==> config.mk <==
export PLATFORM = sky130hd
export DESIGN_NAME = gpreg_xfer_ctrl
export DESIGN_NICKNAME = d
export VERILOG_FILES = /design/src/rtl/gpreg_ctrl_pkg.sv /design/src/rtl/onehot_bar_dec.sv /design/src/rtl/gpreg_xfer_ctrl.sv
export SDC_FILE = /design/constraint.sdc
export NUM_CORES = 1
export LEC_CHECK = 0
export CAP_MARGIN = 0
export CORE_MARGIN = 10
export CORE_UTILIZATION = 44
export DETAILED_ROUTE_END_ITERATION = 12
export PLACE_DENSITY = 0.88
export SLEW_MARGIN = 15
export SYNTH_ARGS = -nofsm -noshare
export SYNTH_HDL_FRONTEND = slang
export SYNTH_HIERARCHICAL = 1
export SYNTH_SLANG_ARGS = --single-unit
==> constraint.sdc <==
create_clock -name CLK -period 2.35 [get_ports CLK]
set_input_delay 0.47 -clock CLK [delete_from_list [all_inputs] [get_ports CLK]]
set_output_delay 0.47 -clock CLK [all_outputs]
set_load 0.02 [all_outputs]
==> src/rtl/gpreg_ctrl_pkg.sv <==
// -----------------------------------------------------------------------------
// gpreg_ctrl_pkg
// Shared definitions for the general-purpose register transfer controller:
//   - xfer_state_e : transfer FSM states (IDLE / DRIVE / LOAD)
//   - NUM_GPREGS   : number of general-purpose registers on the main bus
//   - SRC_*        : request source codes (gpreg 0..3, ALU result)
//   - src_is_gpreg / is_bad_req : request classification helpers
// -----------------------------------------------------------------------------
package gpreg_ctrl_pkg;

  typedef enum logic [1:0] {
    ST_IDLE  = 2'd0,
    ST_DRIVE = 2'd1,
    ST_LOAD  = 2'd2
  } xfer_state_e;

  localparam int NUM_GPREGS = 4;

  localparam logic [2:0] SRC_GPREG0 = 3'd0;
  localparam logic [2:0] SRC_GPREG1 = 3'd1;
  localparam logic [2:0] SRC_GPREG2 = 3'd2;
  localparam logic [2:0] SRC_GPREG3 = 3'd3;
  localparam logic [2:0] SRC_ALU    = 3'd4;

  // True when the source code names one of the general-purpose registers.
  function automatic logic src_is_gpreg(input logic [2:0] src);
    logic hit;
    case (src)
      SRC_GPREG0, SRC_GPREG1, SRC_GPREG2, SRC_GPREG3: hit = 1'b1;
      default:                                        hit = 1'b0;
    endcase
    return hit;
  endfunction

  // A request is rejected when its source is reserved, or when a gpreg
  // would be copied onto itself (no useful work, and it would assert and
  // load the same register in the same cycle).
  function automatic logic is_bad_req(input logic [2:0] src,
                                      input logic [1:0] dst);
    logic bad;
    if (src_is_gpreg(src)) begin
      bad = (src[1:0] == dst);
    end else if (src == SRC_ALU) begin
      bad = 1'b0;
    end else begin
      bad = 1'b1;
    end
    return bad;
  endfunction

endpackage

==> src/rtl/onehot_bar_dec.sv <==
// -----------------------------------------------------------------------------
// onehot_bar_dec
// Index-to-strobe decoder shared by every per-register strobe vector.
// Output is active low: with en=1 exactly bit [idx] is 0, otherwise all 1.
// Purely combinational; the caller registers the result.
// Ports:
//   idx : in  2           register index
//   en  : in  1           strobe enable
//   bar : out NUM_GPREGS  active-low one-hot strobe vector
// -----------------------------------------------------------------------------
module onehot_bar_dec
  import gpreg_ctrl_pkg::*;
(
  input  logic [1:0]            idx,
  input  logic                  en,
  output logic [NUM_GPREGS-1:0] bar
);

  // Clear the selected bit when enabled; all strobes idle high otherwise.
  always_comb begin
    bar = {NUM_GPREGS{1'b1}};
    if (en) begin
      bar[idx] = 1'b0;
    end else begin
      bar = {NUM_GPREGS{1'b1}};
    end
  end

endmodule

==> src/rtl/gpreg_xfer_ctrl.sv <==
// -----------------------------------------------------------------------------
// gpreg_xfer_ctrl
// Sequences one main-bus transfer at a time from a gpreg or the ALU result
// into a destination gpreg, and drives the ALU operand-bus strobes.
// A good transfer takes three cycles: DRIVE (source asserted), LOAD (source
// still asserted, destination load low), then back to IDLE with DONE.
// Rejected requests skip the strobes and pulse DONE+ERR the next cycle.
// Every output is a flop; next values are computed from the next state so
// the strobes line up with the state they belong to.
// Ports:
//   CLK, RST             : clock, synchronous active-high reset
//   REQ_valid/ready      : request handshake (ready == state is IDLE)
//   REQ_src[2:0]         : 0-3 gpreg, 4 ALU, 5-7 reserved (rejected)
//   REQ_dst[1:0]         : destination gpreg
//   OPERANDS_en, LHS_sel, RHS_sel : operand-bus control, FSM-independent
//   ASSERT_bar, LOAD_bar : per-gpreg main-bus assert / load, active low
//   ASSERT_LHS_bar, ASSERT_RHS_bar : per-gpreg operand-bus asserts
//   ALU_ASSERT_bar       : ALU result main-bus assert, active low
//   DONE, ERR            : one-cycle completion / rejection pulses
// -----------------------------------------------------------------------------
module gpreg_xfer_ctrl
  import gpreg_ctrl_pkg::*;
(
  input  logic                  CLK,
  input  logic                  RST,
  input  logic                  REQ_valid,
  output logic                  REQ_ready,
  input  logic [2:0]            REQ_src,
  input  logic [1:0]            REQ_dst,
  input  logic                  OPERANDS_en,
  input  logic [1:0]            LHS_sel,
  input  logic [1:0]            RHS_sel,
  output logic [NUM_GPREGS-1:0] ASSERT_bar,
  output logic [NUM_GPREGS-1:0] LOAD_bar,
  output logic [NUM_GPREGS-1:0] ASSERT_LHS_bar,
  output logic [NUM_GPREGS-1:0] ASSERT_RHS_bar,
  output logic                  ALU_ASSERT_bar,
  output logic                  DONE,
  output logic                  ERR
);

  xfer_state_e           state_r;
  xfer_state_e           next_state_s;
  logic [2:0]            src_r;
  logic [1:0]            dst_r;

  logic                  accept_s;
  logic                  bad_req_s;
  logic [2:0]            src_cap_s;

  logic                  main_en_s;
  logic                  alu_en_s;
  logic                  load_en_s;
  logic                  done_nxt_s;
  logic                  err_nxt_s;
  logic                  ready_nxt_s;

  logic [NUM_GPREGS-1:0] assert_nxt_s;
  logic [NUM_GPREGS-1:0] load_nxt_s;
  logic [NUM_GPREGS-1:0] lhs_nxt_s;
  logic [NUM_GPREGS-1:0] rhs_nxt_s;

  // Acceptance happens in IDLE only; anything presented elsewhere is ignored.
  assign accept_s  = (state_r == ST_IDLE) && REQ_valid;
  assign bad_req_s = accept_s && is_bad_req(REQ_src, REQ_dst);

  // On the accept edge the source is still on the inputs, not yet in src_r,
  // so the DRIVE strobe must be decoded from the live request.
  assign src_cap_s = accept_s ? REQ_src : src_r;

  // State register.
  always_ff @(posedge CLK) begin
    if (RST) begin
      state_r <= ST_IDLE;
    end else begin
      state_r <= next_state_s;
    end
  end

  // Request capture; holds source/destination for the rest of the transfer.
  always_ff @(posedge CLK) begin
    if (RST) begin
      src_r <= 3'd0;
      dst_r <= 2'd0;
    end else if (accept_s) begin
      src_r <= REQ_src;
      dst_r <= REQ_dst;
    end else begin
      src_r <= src_r;
      dst_r <= dst_r;
    end
  end

  // Next-state logic; rejected requests stay in IDLE.
  always_comb begin
    next_state_s = state_r;
    case (state_r)
      ST_IDLE: begin
        if (accept_s && !bad_req_s) begin
          next_state_s = ST_DRIVE;
        end else begin
          next_state_s = ST_IDLE;
        end
      end
      ST_DRIVE: next_state_s = ST_LOAD;
      ST_LOAD:  next_state_s = ST_IDLE;
      default:  next_state_s = ST_IDLE;
    endcase
  end

  // Next output values, derived from the state being entered.
  always_comb begin
    main_en_s   = 1'b0;
    alu_en_s    = 1'b0;
    load_en_s   = 1'b0;
    done_nxt_s  = 1'b0;
    err_nxt_s   = 1'b0;
    ready_nxt_s = (next_state_s == ST_IDLE);
    if (next_state_s != ST_IDLE) begin
      main_en_s = src_is_gpreg(src_cap_s);
      alu_en_s  = (src_cap_s == SRC_ALU);
      load_en_s = (next_state_s == ST_LOAD);
    end else begin
      main_en_s = 1'b0;
      alu_en_s  = 1'b0;
      load_en_s = 1'b0;
    end
    if (state_r == ST_LOAD) begin
      done_nxt_s = 1'b1;
    end else if (bad_req_s) begin
      done_nxt_s = 1'b1;
      err_nxt_s  = 1'b1;
    end else begin
      done_nxt_s = 1'b0;
      err_nxt_s  = 1'b0;
    end
  end

  onehot_bar_dec u_assert_dec (
    .idx (src_cap_s[1:0]),
    .en  (main_en_s),
    .bar (assert_nxt_s)
  );

  onehot_bar_dec u_load_dec (
    .idx (dst_r),
    .en  (load_en_s),
    .bar (load_nxt_s)
  );

  onehot_bar_dec u_lhs_dec (
    .idx (LHS_sel),
    .en  (OPERANDS_en),
    .bar (lhs_nxt_s)
  );

  onehot_bar_dec u_rhs_dec (
    .idx (RHS_sel),
    .en  (OPERANDS_en),
    .bar (rhs_nxt_s)
  );

  // Output registers; reset forces every strobe inactive and drops pulses.
  always_ff @(posedge CLK) begin
    if (RST) begin
      REQ_ready      <= 1'b1;
      ASSERT_bar     <= {NUM_GPREGS{1'b1}};
      LOAD_bar       <= {NUM_GPREGS{1'b1}};
      ASSERT_LHS_bar <= {NUM_GPREGS{1'b1}};
      ASSERT_RHS_bar <= {NUM_GPREGS{1'b1}};
      ALU_ASSERT_bar <= 1'b1;
      DONE           <= 1'b0;
      ERR            <= 1'b0;
    end else begin
      REQ_ready      <= ready_nxt_s;
      ASSERT_bar     <= assert_nxt_s;
      LOAD_bar       <= load_nxt_s;
      ASSERT_LHS_bar <= lhs_nxt_s;
      ASSERT_RHS_bar <= rhs_nxt_s;
      ALU_ASSERT_bar <= ~alu_en_s;
      DONE           <= done_nxt_s;
      ERR            <= err_nxt_s;
    end
  end

endmodule

; ---- Word-level counts from Yosys, hierarchy flattened
; Index checks and enable logic that the tools add are counted.
[totals]
register_bits = 27
out_inout_bits = 20
elab_cells = 78
[op_classes]
order_cmp = 8
n_eq_ne = 12
mux = 20
n_bitwise = 8
reduce_logical = 19
[ops]
columns = op, count
row1 = NOT 4 bit, 4
row2 = two-way mux 1 bit, 14
row3 = "equality test 3 x 2 -> 1 bit, second input constant", 4
row4 = "< comparator 2 x 3 -> 1 bit, second input constant", 4
row5 = demux 1 bit (select 2 bit), 4
row6 = "greater-or-equal comparator 2 x 1 -> 1 bit, second input constant", 4
row7 = OR reduction 2 bit, 4
row8 = OR reduction 4 bit, 2
row9 = logical AND 1 bit, 7
row10 = "equality test 3 x 1 -> 1 bit, second input constant", 2
row11 = "equality test 3 bit, second input constant", 2
row12 = logical NOT 3 bit, 2
row13 = "equality test 2 bit, second input constant", 2
row14 = logical NOT 2 bit, 2
row15 = NOT 1 bit, 4
row16 = one-hot mux 2 bit (2 select lines), 1
row17 = two-way mux 3 bit, 1
row18 = "equality test 2 x 1 -> 1 bit, second input constant", 1
row19 = equality test 2 bit, 1
row20 = nonzero test 2 bit, 1
row21 = logical NOT 1 bit, 1

; ---- Logic depth before layout (Yosys ltp)
; Gate-level depths: netlist (run 1).
[logic_depth]
depth_word = 13
mapped_depth = 7
ltp_nobuf = 6

; ---- Cells and area by module
; Netlist (run 1), hierarchy kept.
[modules_own_cells]
columns = module, instances, cells_each, area_per_inst_um2, seq_area_each_um2
row1 = gpreg_xfer_ctrl, 1, 87, 883.3, 540.5
row2 = onehot_bar_dec, 4, 4, 28.8, 0.0

; ---- Least setup slack after synthesis (run 1)
; OpenSTA, ideal clock, no wires.
[synth_timing]
kind = in2reg
start = input port REQ_valid
end = register ASSERT_bar[0]
arrival_ns = 1.927
required_ns = 2.227
slack_ns = 0.300
cell_stages = 6
path_buffers = 0
cell_sequence = nor3b_1 -> o2111ai_1 -> nand2_1 -> o2bb2ai_1 -> or3b_1 -> or2_2
[synth_between]
elab_chain_cells = 10
elab_cells_between_ends = 23
[synth_lines]
columns = item, line_no
row1 = "start, declared", gpreg_xfer_ctrl.sv:26  ; input logic REQ_valid,
row2 = logical AND 1 bit (*), gpreg_xfer_ctrl.sv:64  ; assign accept_s = (state_r == ST_IDLE) && REQ_valid;
row3 = logical AND 1 bit, gpreg_xfer_ctrl.sv:65  ; assign bad_req_s = accept_s && is_bad_req(REQ_src, REQ_dst);
row4 = logical NOT 1 bit, gpreg_xfer_ctrl.sv:99  ; if (accept_s && !bad_req_s) begin
row5 = logical AND 1 bit, gpreg_xfer_ctrl.sv:99
row6 = two-way mux 1 bit, gpreg_xfer_ctrl.sv:99
row7 = one-hot mux 2 bit (2 select lines), gpreg_xfer_ctrl.sv:97  ; case (state_r)
row8 = nonzero test 2 bit, gpreg_xfer_ctrl.sv:119  ; if (next_state_s != ST_IDLE) begin
row9 = two-way mux 1 bit (*), gpreg_xfer_ctrl.sv:119
row10 = via main_en_s, gpreg_xfer_ctrl.sv:51  ; logic main_en_s;
row11 = NOT 1 bit (no line) (*), -
row12 = OR reduction 2 bit (no line) (*), -
row13 = "end signal, assigned", gpreg_xfer_ctrl.sv:167  ; ASSERT_bar <= {NUM_GPREGS{1'b1}};
row14 = "end signal, assigned", gpreg_xfer_ctrl.sv:176  ; ASSERT_bar <= assert_nxt_s;
row15 = "end, declared", gpreg_xfer_ctrl.sv:33  ; output logic [NUM_GPREGS-1:0] ASSERT_bar,
; Mark *: on every way through the listed nets, which the timed path passes. The rest lies on a longest branch.
; A chain may end at the register's enable or synchronous reset.

; ---- Worst setup path in the final report (run 1)
[layout_timing]
start = input port REQ_valid
end = register ASSERT_bar[0]
[layout_between]
elab_cells_between_ends = 23
[layout_rtl]
columns = item, line_no
row1 = logical AND 1 bit (*), gpreg_xfer_ctrl.sv:64
row2 = two-way mux 3 bit (*), -
row3 = via src_cap_s[1], gpreg_xfer_ctrl.sv:49  ; logic [2:0] src_cap_s;
row4 = "equality test 3 x 1 -> 1 bit, or another cell as far along", gpreg_ctrl_pkg.sv:28  ; case (src)
row5 = OR reduction 4 bit, gpreg_ctrl_pkg.sv:28
row6 = two-way mux 1 bit, gpreg_ctrl_pkg.sv:28
row7 = two-way mux 1 bit, gpreg_xfer_ctrl.sv:119
row8 = NOT 1 bit (no line), -
row9 = OR reduction 2 bit (no line), -
; Marked as above.

==> summary by stage, run 1 <==
Power and ir drop
The total power per unit cell area is approximately 570 mW/mm2. The highest ir drop seen on vdd is between 400 and 500 uV. The cell leakage power is about 0.57 nW.

Layout
The area occupied by registers is between 500 and 600 um2. Measured on the finished design, the core utilization comes to ~66%. The multi-input gate area in the final layout is around 430 um2.

Of the cells placed in the final design, the portion with a size suffix greater than 1 is roughly a fifth. The post-layout net count is 160. The number of diodes is 0. From synthesis to final layout, the design area changed by 44.74%. The filler cell count in the final layout is approximately 180.

Hold path
The path class of the tightest hold or removal check is flop to flop. Counting instances, the worst hold path has a depth of 2.

STA
Dividing the final minimum period by the clock period gives 89.11%. Setup violations remaining at the end of the flow were counted as 0. At the pin with the least slew margin, the transition time is between 600 and 700 ps.

Across the routed clock network, the largest skew measured is ~5.1 ps. The post-layout minimum cycle time is approximately 2100 ps. The final number of hold-violating endpoints is 0. The final count of pins violating max slew is 0. Setup repair after global routing left no endpoint under its margin. The peak clock frequency supported by timing is 477.5 MHz. Headroom to the max-slew limit came out at a little over half. The post-route worst setup slack is 255.8 ps.

Hold timing on the final database bottoms out at a slack of 503.2 ps.

Setup path
The data arrival time of the critical path is roughly 2300 ps. The critical path endpoint category is a flop. The path depth of the worst reg2reg path is 5.

The worst endpoint required time is roughly 2600 ps. The worst setup path is launched from a primary input. The type of the worst setup path is primary input to flop. The largest fanout on the critical path is 3.

Synth
Synthesis handed over a netlist of 103 instances. Of the synthesized area, sequential elements account for a little over half. The library cell with the largest summed area after synthesis is sky130_fd_sc_hd__dfxtp_1.

The number of flip-flops and latches in the synthesized netlist is 27. The count of synthesis-stage warnings from yosys is 6. The area share of the largest cell type after synthesis is 54.14%. The cell area that synthesis handed to floorplanning was 998.5 um2. The synthesized area divided by synthesized cell count is just under 10 um2.

By area the synthesized netlist is led by sky130_fd_sc_hd__dfxtp_1, sky130_fd_sc_hd__or2_2, sky130_fd_sc_hd__nand3b_1. The net count after synthesis is between 100 and 150. Counting distinct cell types in the post-synthesis netlist gives 22.

GRT
Entering global routing, the biggest net connects 25 pins. The initial antenna violation count is 0. The first global-routing pass estimated around 3500 um of wire.

For this run the aggregate overflow at the end of global routing stands at 0. The all-layer global routing usage is 9.632%. The number of global-route vias before repair came to 845.

Detailed routing
The routed layout has 846 vias. In this run the remaining antenna-violating nets after routing total 0. The first detailed-routing pass ran for 3 iterations. After the first detailed-routing iteration, the DRC count stood at 4. The routed wire length is roughly 2100 um. The number of vias per cell after detailed routing is ~4.9. After detailed routing, the average wire length per cell comes to roughly 12 um. The number of DRC violations after detailed routing is 0.

Placed design
Once detailed placement completed, the half-perimeter wirelength came to 1732 um. The routability congestion estimate from global placement is 0.9079. The count of buffers from port buffering is 32. Timing analysis after detailed placement gives a worst setup slack of -140.1 ps.

CTS
The clock tree from TritonCTS is yes. The clock passes through at most 2 buffers. The clock transition at the registers of the reported paths is 130 ps. Counting every sink on the clock net gives 27. The CTS root buffer is sky130_fd_sc_hd__clkbuf_4. The clock latency on the worst-skew pair is 310 ps. In this run the number of H-tree levels came out at 1.

Counting the buffers created by CTS gives 3. The number of buffers added for setup after CTS is 0.

Run status
The flow ran to the end, and the final reports show no timing, DRC or antenna violations.

Floorplanning
The die span in x is a little under 70 um. The area of the placeable core is around 0.0022 mm2. Measured along the y axis, the die boundary spans ~68 um. The die footprint is between 0.004 and 0.005 mm2. The starting utilization of the core area is a little under half. After floorplanning, the core was divided into 17 placement rows. For this design the top-level I/O count stands at 33.

Flow run
The max-cap check violation count is 0.
## repair_timing
action                     CTS  global route
hold buffers                 0             0
gates resized for setup      0             1
setup endpoints to repair    0             1
## worst paths after layout
path | end | slack, ps | start
max reg2reg | ASSERT_bar[0]$_SDFF_PP1_ | 520 | state_r[0]$_SDFF_PP0_
min | src_r[2]$_SDFF_PP0_ | 500 | src_r[2]$_SDFF_PP0_
max | ASSERT_bar[0]$_SDFF_PP1_ | 260 | REQ_valid
min reg2reg | src_r[2]$_SDFF_PP0_ | 500 | src_r[2]$_SDFF_PP0_
## through the flow
stage / setup TNS, ps / cells / total power, mW / cell area [um2]
after CTS: 0 / 174 / 0.8291 / 1440
after detailed placement: -237.2 / 170 / 0.6438 / 1414
after floorplan: 0 / 103 / 0.5630 / 998.5
after global routing: 0 / 174 / 0.8639 / 1445
final: 0 / 174 / 0.8209 / 1445
after global placement: -77.34 / 170 / 0.6391 / 1414
## critical path, stage by stage
cell	delay, ps
sky130_fd_sc_hd__clkdlybuf4s50_1	490
sky130_fd_sc_hd__or3b_1	440
sky130_fd_sc_hd__a21oi_1	210
sky130_fd_sc_hd__inv_1	70
sky130_fd_sc_hd__or3b_1	360
sky130_fd_sc_hd__or2_2	270
## placed cells by master, fill, tap and decap left out
cell,Yosys,layout
sky130_fd_sc_hd__clkdlybuf4s50_1,0,32
sky130_fd_sc_hd__dfxtp_1,27,27
sky130_fd_sc_hd__or2_2,16,16
sky130_fd_sc_hd__nand2_1,10,10
sky130_fd_sc_hd__buf_4,1,10
sky130_fd_sc_hd__nand3b_1,8,8
sky130_fd_sc_hd__or3b_1,5,5
sky130_fd_sc_hd__inv_1,5,5
sky130_fd_sc_hd__nor2_1,5,5
sky130_fd_sc_hd__a21oi_1,5,5
sky130_fd_sc_hd__o21ai_0,4,4
sky130_fd_sc_hd__nand3_1,4,4
sky130_fd_sc_hd__clkbuf_4,0,3
sky130_fd_sc_hd__o2111ai_1,2,2
sky130_fd_sc_hd__mux2i_4,1,1
sky130_fd_sc_hd__or2b_1,1,1
sky130_fd_sc_hd__nor2b_1,1,1
sky130_fd_sc_hd__xor2_1,1,1
sky130_fd_sc_hd__nor3b_2,0,1
sky130_fd_sc_hd__o211ai_1,1,1
sky130_fd_sc_hd__o2bb2ai_1,1,1
sky130_fd_sc_hd__nor3_1,1,1
sky130_fd_sc_hd__o21bai_1,1,1
sky130_fd_sc_hd__clkbuf_1,2,1
## area by class of cell
| type | instances | area share [%] |
|---|---|---|
| Multi-Input combinational cell | 68 | 29.70 |
| Inverter | 5 | 1.299 |
| Sequential cell | 27 | 37.40 |
| Tap cell | 28 | 2.424 |
| Timing Repair Buffer | 42 | 27.36 |
| Clock buffer | 4 | 1.818 |
## cell usage after synthesis
cell type / count
sky130_fd_sc_hd__dfxtp_1: 27
sky130_fd_sc_hd__inv_1: 5
sky130_fd_sc_hd__nor2_1: 5
sky130_fd_sc_hd__nor3b_1: 1
sky130_fd_sc_hd__clkbuf_1: 2
sky130_fd_sc_hd__xor2_1: 1
sky130_fd_sc_hd__buf_4: 1
sky130_fd_sc_hd__o21ai_0: 4
sky130_fd_sc_hd__o211ai_1: 1
sky130_fd_sc_hd__a21oi_1: 5
sky130_fd_sc_hd__o21bai_1: 1
sky130_fd_sc_hd__or3b_1: 5
sky130_fd_sc_hd__o2bb2ai_1: 1
sky130_fd_sc_hd__nor2b_1: 1
sky130_fd_sc_hd__or2b_1: 1
sky130_fd_sc_hd__nor3_1: 1
sky130_fd_sc_hd__mux2i_4: 1
sky130_fd_sc_hd__nand3b_1: 8
sky130_fd_sc_hd__or2_2: 16
sky130_fd_sc_hd__nand3_1: 4
sky130_fd_sc_hd__o2111ai_1: 2
sky130_fd_sc_hd__nand2_1: 10
## logic make-up (layout without fill, tap and decap cells)
family | count (synthesis) | after routing | synth area share (%)
compound gates | 14 | 14 | 8.647
xor+xnor | 1 | 1 | 0.8774
buf+inv | 8 | 51 | 3.384
flops | 27 | 27 | 54.14
mux | 1 | 1 | 2.255
simple gates | 52 | 52 | 30.70
## where the power goes
part | internal (mW) | switching, mW
Sequential | 0.476 | 0.00832
Clock | 0.0663 | 0.121
Combinational | 0.0813 | 0.0682
Total | 0.623 | 0.197
## flip-flops by register name (all words and copies together), names as in the netlist
register / cells
ASSERT_bar: 4
ASSERT_LHS_bar: 4
src_r: 3
LOAD_bar: 4
ERR: 1
ALU_ASSERT_bar: 1
dst_r: 2
REQ_ready: 1
ASSERT_RHS_bar: 4
DONE: 1
state_r: 2
## layer usage
metal	GRT usage (%)	vias to the layer above	wire, um
met5	0	-	0
met4	5.128	0	31
met3	4.132	4	209
met2	17.61	25	1040
met1	8.815	385	819
li1	-	432	-
Power figures use the tool's default switching activity.
==> run 2: changes to the inputs <==
--- a/config.mk
+++ b/config.mk
@@ -7,9 +7,10 @@
 export LEC_CHECK = 0
 export CAP_MARGIN = 0
 export CORE_MARGIN = 10
-export CORE_UTILIZATION = 44
+export CORE_UTILIZATION = 41
 export DETAILED_ROUTE_END_ITERATION = 12
-export PLACE_DENSITY = 0.88
+export DONT_BUFFER_PORTS = 1
+export PLACE_DENSITY = 0.66
 export SLEW_MARGIN = 15
 export SYNTH_ARGS = -nofsm -noshare
 export SYNTH_HDL_FRONTEND = slang
==> summary by stage, run 2 (same netlist as run 1, synthesis figures left out) <==
Floorplanning
The starting utilization of the core area is a little over two fifths. The die covers between 0.004 and 0.005 mm2. The area of the placeable core is ~0.0023 mm2.

The die span in x is around 69 um. The number of placement rows is 17. The die height is between 60 and 70 um. The I/O pin count is 33.

CTS
Clock tree synthesis selected as its root buffer the cell sky130_fd_sc_hd__clkbuf_4. The number of buffers created by CTS is 3. In this run the number of H-tree levels came out at 1. TritonCTS built the clock tree. Clock-pin slew was measured on the worst setup and hold paths at between 100 and 150 ps. The number of sinks driven by the clock tree is 27.

The maximum clock insertion buffer count is 2. The number of buffers added for setup after CTS is 0. Once the clock tree was built, the resizer swapped 0 gates to a different size. At the later pin of the worst-skew pair, clock insertion delay measures 300 ps. For this design, the CTS-stage hold fixing added 0 buffers.

Placed design
Summed over all nets, the half-perimeter wirelength after detailed placement is around 1400 um. Input and output buffers added on the ports amount to 0. Once placement finished, the instance area stood at between 0.001 and 0.0015 mm2.

The routability congestion estimate from global placement is about 0.77.

STA
The setup TNS is 0 ps. For the pin with the worst max-slew slack, the measured transition is approximately 300 ps. The final number of hold-violating endpoints is 0.

Of the available clock period, the critical path in the final layout requires roughly 86%. The post-route clock skew is 3.601 ps. The final count of pins violating max slew is 0.

Setup repair after global routing left no endpoint under its margin. The peak clock frequency supported by timing is between 400 and 500 MHz. Measured against its own limit, the worst slew margin works out to about 80%. The post-layout minimum cycle time is slightly above 2000 ps.

The final-report setup violation count is 0.

Setup path
The path depth of the worst reg2reg path is 5. The worst register-to-register path ends at ASSERT_bar[0]$_SDFF_PP1_. The buffers plus inverters on the worst setup path is 1. The worst setup path is captured at a flop. In this run the critical register-to-register path is launched from state_r[0]$_SDFF_PP0_. At the worst endpoint, the required time is 2550 ps.

The register-to-register path setup slack is between 300 and 400 ps. The signal on the critical path passes through or3b_1 > a21oi_1 > inv_1 > or3b_1 > or2_2. For this run, the slowest stage of the critical path takes roughly 520 ps. The data arrival time of the critical path is 2220 ps.

The largest delay contributor family on the critical path is simple AND/OR/NAND/NOR gates. The largest fanout on the critical path is 7. The worst setup path is of the flop to flop kind. By instance count, the cell type seen most on the critical path is sky130_fd_sc_hd__or3b_1.

The element type at the critical path start is a flop. The slowest stage of the critical path is the sky130_fd_sc_hd__or3b_1 cell.

Power and ir drop
Registers are responsible for between 60% and 70% of the overall power. The cell leakage power is approximately 0.39 nW. IR analysis of the VDD net gives a maximum drop of ~320 uV. After layout, the design draws a total of between 700 and 800 uW. Internal power comes to around 570 uW. The clock network accounts for roughly 25% of the total power.

The switching fraction of total power is between 20 and 25%. For this design the ratio of total power to cell area is slightly above 700 mW/mm2. The share of total power in combinational logic is 8.2%.

The net switching power is 171.9 uW.

Hold path
The end point of the most critical hold path is state_r[1]$_SDFF_PP0_. Counting instances, the worst hold path has a depth of 1. The worst hold path begins at RST. The tightest min-delay check is of the primary input to flop type.

Layout
Relative to the synthesized area, the layout overhead comes to 5.389%. The number of diodes is 0. Of the cells placed in the final design, the portion with a size suffix greater than 1 is around a fifth. The post-layout net count is between 100 and 150.

The post-layout instance area is ~0.0011 mm2. The library cells used most frequently in the layout, excluding fill and tap cells, are sky130_fd_sc_hd__dfxtp_1, sky130_fd_sc_hd__or2_2, sky130_fd_sc_hd__nand2_1, sky130_fd_sc_hd__nand3b_1. Leaving out fill and tap cells, the most frequent cell in the layout is sky130_fd_sc_hd__dfxtp_1.

GRT
The wire length of the first global-routing pass is 2898 um. Entering global routing, the biggest net connects 27 pins. The final global-route overflow total is 0. The all-layer global routing usage is ~7.1%.

The initial antenna violation count came to 0. The number of global-route vias before repair was 613.

Detailed routing
After detailed routing, the average wire length per cell comes to 13.42 um. The via count is approximately 670. In the routed layout, each cell is associated on average with a via count of around 5.0. After detailed routing, the number of remaining DRC violations is 0. In this run, the number of DRC markers left after iteration 0 of detailed routing was 25. The first-pass iteration count of the detailed router is 4.

Wires add up to around 1800 um. The number of routed nets with antenna violations is 0.

Run status
The flow ran to the end, and the final reports show no timing, DRC or antenna violations.

Flow run
Across the run, the number of max-cap violations was 0.
run 2: cell count changes in the layout (fill, tap and decap cells not counted):
cell / before / now
sky130_fd_sc_hd__buf_4: 10 / 1
sky130_fd_sc_hd__clkdlybuf4s50_1: 32 / 0
sky130_fd_sc_hd__nor3b_1: 0 / 1
sky130_fd_sc_hd__nor3b_2: 1 / 0
run 2: area by class of cell:
type | count | area (um2)
Clock buffer | 4 | 26.28
Fill cell | 213 | 1224
Inverter | 5 | 18.77
Multi-Input combinational cell | 68 | 424.2
Sequential cell | 27 | 540.5
Tap cell | 28 | 35.03
Timing Repair Buffer | 1 | 7.507
run 2: power by group through the flow:
stage	combinational, mW	clock, mW	sequential (mW)
2_1_floorplan	0.0561	0	0.507
3_3_place_gp	0.0596	0	0.511
3_5_place_dp	0.0611	0	0.511
4_1_cts	0.0613	0.198	0.501
5_1_grt	0.0699	0.213	0.502
6_report	0.0611	0.184	0.500
run 2: per-stage QoR:
step	utilization [%]	std cells	hold WS (ps)	setup slack, ps
final	46.23	133	217.1	338.8
after global routing	46.23	133	186.7	202.0
after CTS	46.23	133	199.4	333.4
after detailed placement	45.08	129	466.8	237.7
after global placement	45.08	129	472.1	290.2
after floorplan	-	103	447.0	299.6
run 2: worst max-delay path by stage:
stage	start	slack [ps]	depth (start not counted)	end
after floorplan	REQ_valid	300	6	ASSERT_bar[0]$_SDFF_PP1_
after global placement	REQ_valid	290	5	ASSERT_bar[0]$_SDFF_PP1_
after detailed placement	REQ_valid	240	5	ASSERT_bar[0]$_SDFF_PP1_
after CTS	state_r[0]$_SDFF_PP0_	330	5	ASSERT_bar[0]$_SDFF_PP1_
after global routing	state_r[0]$_SDFF_PP0_	200	7	ASSERT_bar[0]$_SDFF_PP1_
final	state_r[0]$_SDFF_PP0_	340	5	ASSERT_bar[0]$_SDFF_PP1_
run 2: metal layers:
metal | vias to the layer above | global-route usage (%) | routed length, um | part of all wire, %
met3 | 2 | 4.422 | 223 | 12
met4 | 0 | 2.661 | 10 | 0.56
li1 | 346 | - | - | -
met2 | 25 | 10.28 | 785 | 44
met5 | - | 0 | 0 | 0
met1 | 293 | 8.178 | 765 | 43
==> run 3: changes to the inputs <==
--- a/config.mk
+++ b/config.mk
@@ -6,7 +6,6 @@
 export NUM_CORES = 1
 export LEC_CHECK = 0
 export CAP_MARGIN = 0
-export CORE_MARGIN = 10
 export CORE_UTILIZATION = 41
 export DETAILED_ROUTE_END_ITERATION = 12
 export DONT_BUFFER_PORTS = 1
==> constraint.sdc (replaced) <==
create_clock -name CLK -period 2.35 [get_ports CLK]
set_input_delay 0.47 -clock CLK [delete_from_list [all_inputs] [get_ports CLK]]
set_output_delay 0.47 -clock CLK [all_outputs]
set_load 0.05 [all_outputs]
==> summary by stage, run 3 (same netlist as run 1, synthesis figures left out) <==
Run status
The flow ran to the end, and the final reports show no timing, DRC or antenna violations.

Placed design
The post-placement worst setup slack is between 200 and 250 ps. The routability congestion estimate from global placement is 0.7555. Buffers placed on the I/O ports in this run total 0. The detailed placement HPWL is about 1200 um.

Detailed routing
The first-pass iteration count of the detailed router is 4. The routed length per instance is between 10 and 15 um. After detailed routing, the number of vias per cell comes to just over 5. For this run, design rule violations remaining after detail routing come to 0. Summed over all layers, the routed wires come to 1576 um. The count of nets left with antenna violations once routing finished came out at 0.

For this block, the via count after detailed routing is a little under 700. The iteration-0 DRC count of the detailed router is 7.

Setup path
The worst setup path is launched from a flop. Along the worst path, the maximum fanout reaches 7. The worst endpoint required time is approximately 2600 ps. STA classifies the critical path endpoint as a flop. The data arrival time of the critical path is between 2000 and 2500 ps. The type of the worst setup path is flop to flop.

Floorplanning
The die span in x is slightly above 50 um. The die height is 51.35 um. For this design the top-level I/O count stands at 33.

In this run the standard cell core region covers 0.002255 mm2. The die footprint is between 0.002 and 0.003 mm2. For this configuration, the core starts out at a cell density of between 40% and 50%. The floorplan has 17 rows.

CTS
The CTS root buffer is sky130_fd_sc_hd__clkbuf_4. The clock tree from TritonCTS is yes. The clock transition at the registers of the reported paths is 140 ps. The tree built by TritonCTS fans out to 27 sinks. The number of instances resized during post-cts repair is 0.

The clock passes through at most 2 buffers. The number of buffers added for setup after CTS is 0. The number of hold buffers added after CTS was 0. In this run the number of H-tree levels came out at 1. The later pin in the worst-skew pair is clocked with a latency of about 310 ps. The number of buffers created by CTS is 3.

GRT
The number of global-route vias before repair was around 650. The largest net degree at the start of global routing is 27. The wire length of the first global-routing pass is around 2800 um. The initial antenna violation count is 0.

After global routing the overflow that remains totals 0. The all-layer global routing usage is 14.31%.

STA
The final number of hold-violating endpoints is 0. The setup TNS is 0 ps. Setup repair after global routing left no endpoint under its margin. The post-layout minimum cycle time is 2016 ps. The worst slew margin relative to its limit is between 60% and 70%. The measured slew at the worst slew-check pin is 485.3 ps. Clock skew on the completed layout was measured at slightly below 6 ps. After layout, the worst path uses a little under nine tenths of the clock period. The final count of pins violating max slew is 0.

The peak clock frequency supported by timing is just under 500 MHz. The post-route worst setup slack is ~330 ps. Setup violations remaining at the end of the flow were counted as 0.

Layout
In the layout the commonest cells are sky130_fd_sc_hd__dfxtp_1, sky130_fd_sc_hd__or2_2, sky130_fd_sc_hd__nand2_1, sky130_fd_sc_hd__nand3b_1. The net count of the finished layout is between 100 and 150. Cells with a size suffix above 1 make up roughly 20% of the layout. The area growth from synthesis to layout is 5.389%. The repair_antennas step left the layout with diodes totalling 0. The filler cell count in the final layout is ~240.

The area occupied by registers is roughly 540 um2. The leading cell type in the layout, fill and taps excluded is sky130_fd_sc_hd__dfxtp_1. The multi-input combinational cells in the finished layout cover a total of roughly 420 um2.

Flow run
The max-cap check violation count is 0.

Hold path
The type of the tightest min-delay check is primary input to flop.

Power and ir drop
The cell leakage power is 0.3878 nW. Power spread over the standard cell area amounts to around 740 mW/mm2. The highest ir drop seen on vdd is about 290 uV.
-- run 3: per-stage QoR --
step	hold slack [ps]	power, mW	instances	utilization (%)	cell area, um2
5_1_grt	171.6	0.8202	133	46.67	1052
2_1_floorplan	447.0	0.5871	103	-	998.5
6_report	207.3	0.7787	133	46.67	1052
3_5_place_dp	477.0	0.5945	129	45.51	1026
4_1_cts	199.4	0.7835	133	46.67	1052
3_3_place_gp	472.1	0.5931	129	45.51	1026
-- run 3: routing by layer --
metal  up-vias  share of wire (%)  global-route usage, %
met5         -                  0                      0
met4         0                1.1                  6.757
met3         2                7.5                  5.060
met2        23                 44                  21.49
met1       311                 47                  18.15
li1        351                  -                      -
-- run 3: cell type report --
cell class / instances / area share, %
Clock buffer: 4 / 2.497
Inverter: 5 / 1.784
Multi-Input combinational cell: 68 / 40.31
Sequential cell: 27 / 51.37
Tap cell: 28 / 3.329
Timing Repair Buffer: 1 / 0.7134
-- run 3: critical path: stages (launching register included) --
cell	delay (ps)
sky130_fd_sc_hd__dfxtp_1	360
sky130_fd_sc_hd__or3b_1	530
sky130_fd_sc_hd__a21oi_1	280
sky130_fd_sc_hd__inv_1	120
sky130_fd_sc_hd__or3b_1	370
sky130_fd_sc_hd__or2_2	280
-- run 3: worst paths after layout --
path | startpoint | endpoint | slack [ps] | depth (start not counted)
setup / recovery | state_r[0]$_SDFF_PP0_ | ASSERT_bar[0]$_SDFF_PP1_ | 330 | 5
hold / removal | RST | dst_r[0]$_SDFFE_PP0P_ | 210 | 1
setup reg to reg | state_r[0]$_SDFF_PP0_ | ASSERT_bar[0]$_SDFF_PP1_ | 330 | 5
hold reg to reg | src_r[2]$_SDFF_PP0_ | src_r[2]$_SDFF_PP0_ | 500 | 2
-- run 3: power breakdown --
part	total, mW	switching, mW	internal, mW
combinational	0.0615	0.0310	0.0304
clock	0.194	0.128	0.0662
sequential	0.523	0.0471	0.476
==> RTL edit (config.mk and constraints of run 3) <==
The package constant `NUM_GPREGS` goes from 4 to 5.
--- a/src/rtl/gpreg_ctrl_pkg.sv
+++ b/src/rtl/gpreg_ctrl_pkg.sv
@@ -14,7 +14,7 @@
     ST_LOAD  = 2'd2
   } xfer_state_e;
 
-  localparam int NUM_GPREGS = 4;
+  localparam int NUM_GPREGS = 5;
 
   localparam logic [2:0] SRC_GPREG0 = 3'd0;
   localparam logic [2:0] SRC_GPREG1 = 3'd1;
Ports: changed (resized ASSERT_LHS_bar, ASSERT_RHS_bar, ASSERT_bar and LOAD_bar); port bits go from 33 to 37. No check against the original RTL was run, so the function may have changed too.
==> RTL edit against run 3 <==
Area after synthesis increased by 15%. First-iteration DRC count rose to 4.3 times the old value. Sequential cell count rose by 4. Setup slack gained 0.014 ns. Fmax rose by 0.69%. Synthesized cell count increased by 17%. Design area is 15% higher. Clock skew up 0.0073 ns. Non-clock buffer count unchanged. Wire length increased by 17%. Power rose by 25%.
==> RTL edit: results (changes against run 3) <==
| Metric | Value |
|---|---|
| Clk slew on worst S/H paths | `0.09 ns (-0.05 ns)` |
| Met2 GRT Util | `20.9% (-0.61 points)` |
| Largest net degree at the start of global routing | `31 (+15%)` |
| Wire length on met3 | `197 um (+67%)` |
| Hold path cells | `1 (unchanged)` |
| Vias | `771 (+12%)` |
| Sequential area share after synthesis | `53.9% (-0.28 points)` |
| Xor/xnor share of the synthesized area | `0.760% (-0.12 points)` |
| Status | `finished, final reports clean` |
| CTS H-tree depth | `2 (+1)` |
| Clk_skew | `0.0133 ns (+0.00735 ns)` |
| Total CTS buffers | `5 (+2)` |
| Sequential power | `0.608 mW (+16%)` |
| Metal2 WL | `880 um (+26%)` |
| WL met1 | `749 um (+0.94%)` |
| Nets | `133 (+12%)` |
| Routability cong. | `0.734 (-2.9%)` |
| M3 GR Usage | `9.84% (+4.8 points)` |
| Worst Hold Slack | `0.206 ns (-0.00166 ns)` |
| Vias in the first global route | `669 (+2.8%)` |
| Grt ovf | `0 (unchanged)` |
| CTS Buffer Depth | `2 (unchanged)` |
| First-pass GRT wire length | `2.84 mm (+2.0%)` |
| Post-CTS Resized | `0 (unchanged)` |
| Total global-route track usage | `14.4% (+0.071 points)` |
| P_leak | `0.463 nW (+19%)` |
| Compound-Gate Fraction of Synth Area | `7.49% (-1.2 points)` |
| Net Switching | `0.258 mW (+25%)` |
| Share of layout cells above drive strength 1 | `24.2% (+4.2 points)` |
| Logic pwr share | `6.8% (-1.1 points)` |
| DR WL/cell | `12.3 um (+3.7%)` |
| Top cells by area, synth | `dfxtp_1, or2_2, nand3b_1` |
| FILL cells | `250 (+5.9%)` |
| Worst-path maximum fanout | `7 (unchanged)` |
| GR Util met1 | `15.3% (-2.8 points)` |
| VDD IR max | `0.415 mV (+43%)` |
| Post-synthesis cell type count | `23 (+4.5%)` |
| Hpwl dp | `1.27 mm (+9.4%)` |
| DRT iter0 DRCs | `30 (+23)` |
[RTL edit: changes by cell type after synthesis]
cell	before	now
dfxtp_1	27	31
or2_2	16	20
conb_1	0	4
clkbuf_1	2	3
buf_4	1	5
[RTL edit: worst paths after layout]
kind	to
max reg2reg	ASSERT_bar[0]
max	ASSERT_bar[0]
min reg2reg	dst_r[1]
min	dst_r[1]
[RTL edit: through the flow]
step / power [mW] / cells / cell area, um^2 / setup slack (ns)
4_1_cts: 0.990 / 150 / 1200 / 0.346
5_1_grt: 1.02 / 150 / 1200 / 0.217
6_report: 0.976 / 150 / 1200 / 0.348
3_5_place_dp: 0.686 / 143 / 1150 / 0.244
2_1_floorplan: 0.683 / 120 / 1150 / 0.300
3_3_place_gp: 0.683 / 143 / 1150 / 0.285
[RTL edit: layout make-up]
cell class              instances  area share (%)
flip-flops and latches         31            51.5
multi-input cells              76            38.5
clock buffers                   6            4.26
well taps                      30            3.12
inverters                       5            1.56
repair buffers                  1           0.623
clock inverters                 1           0.415
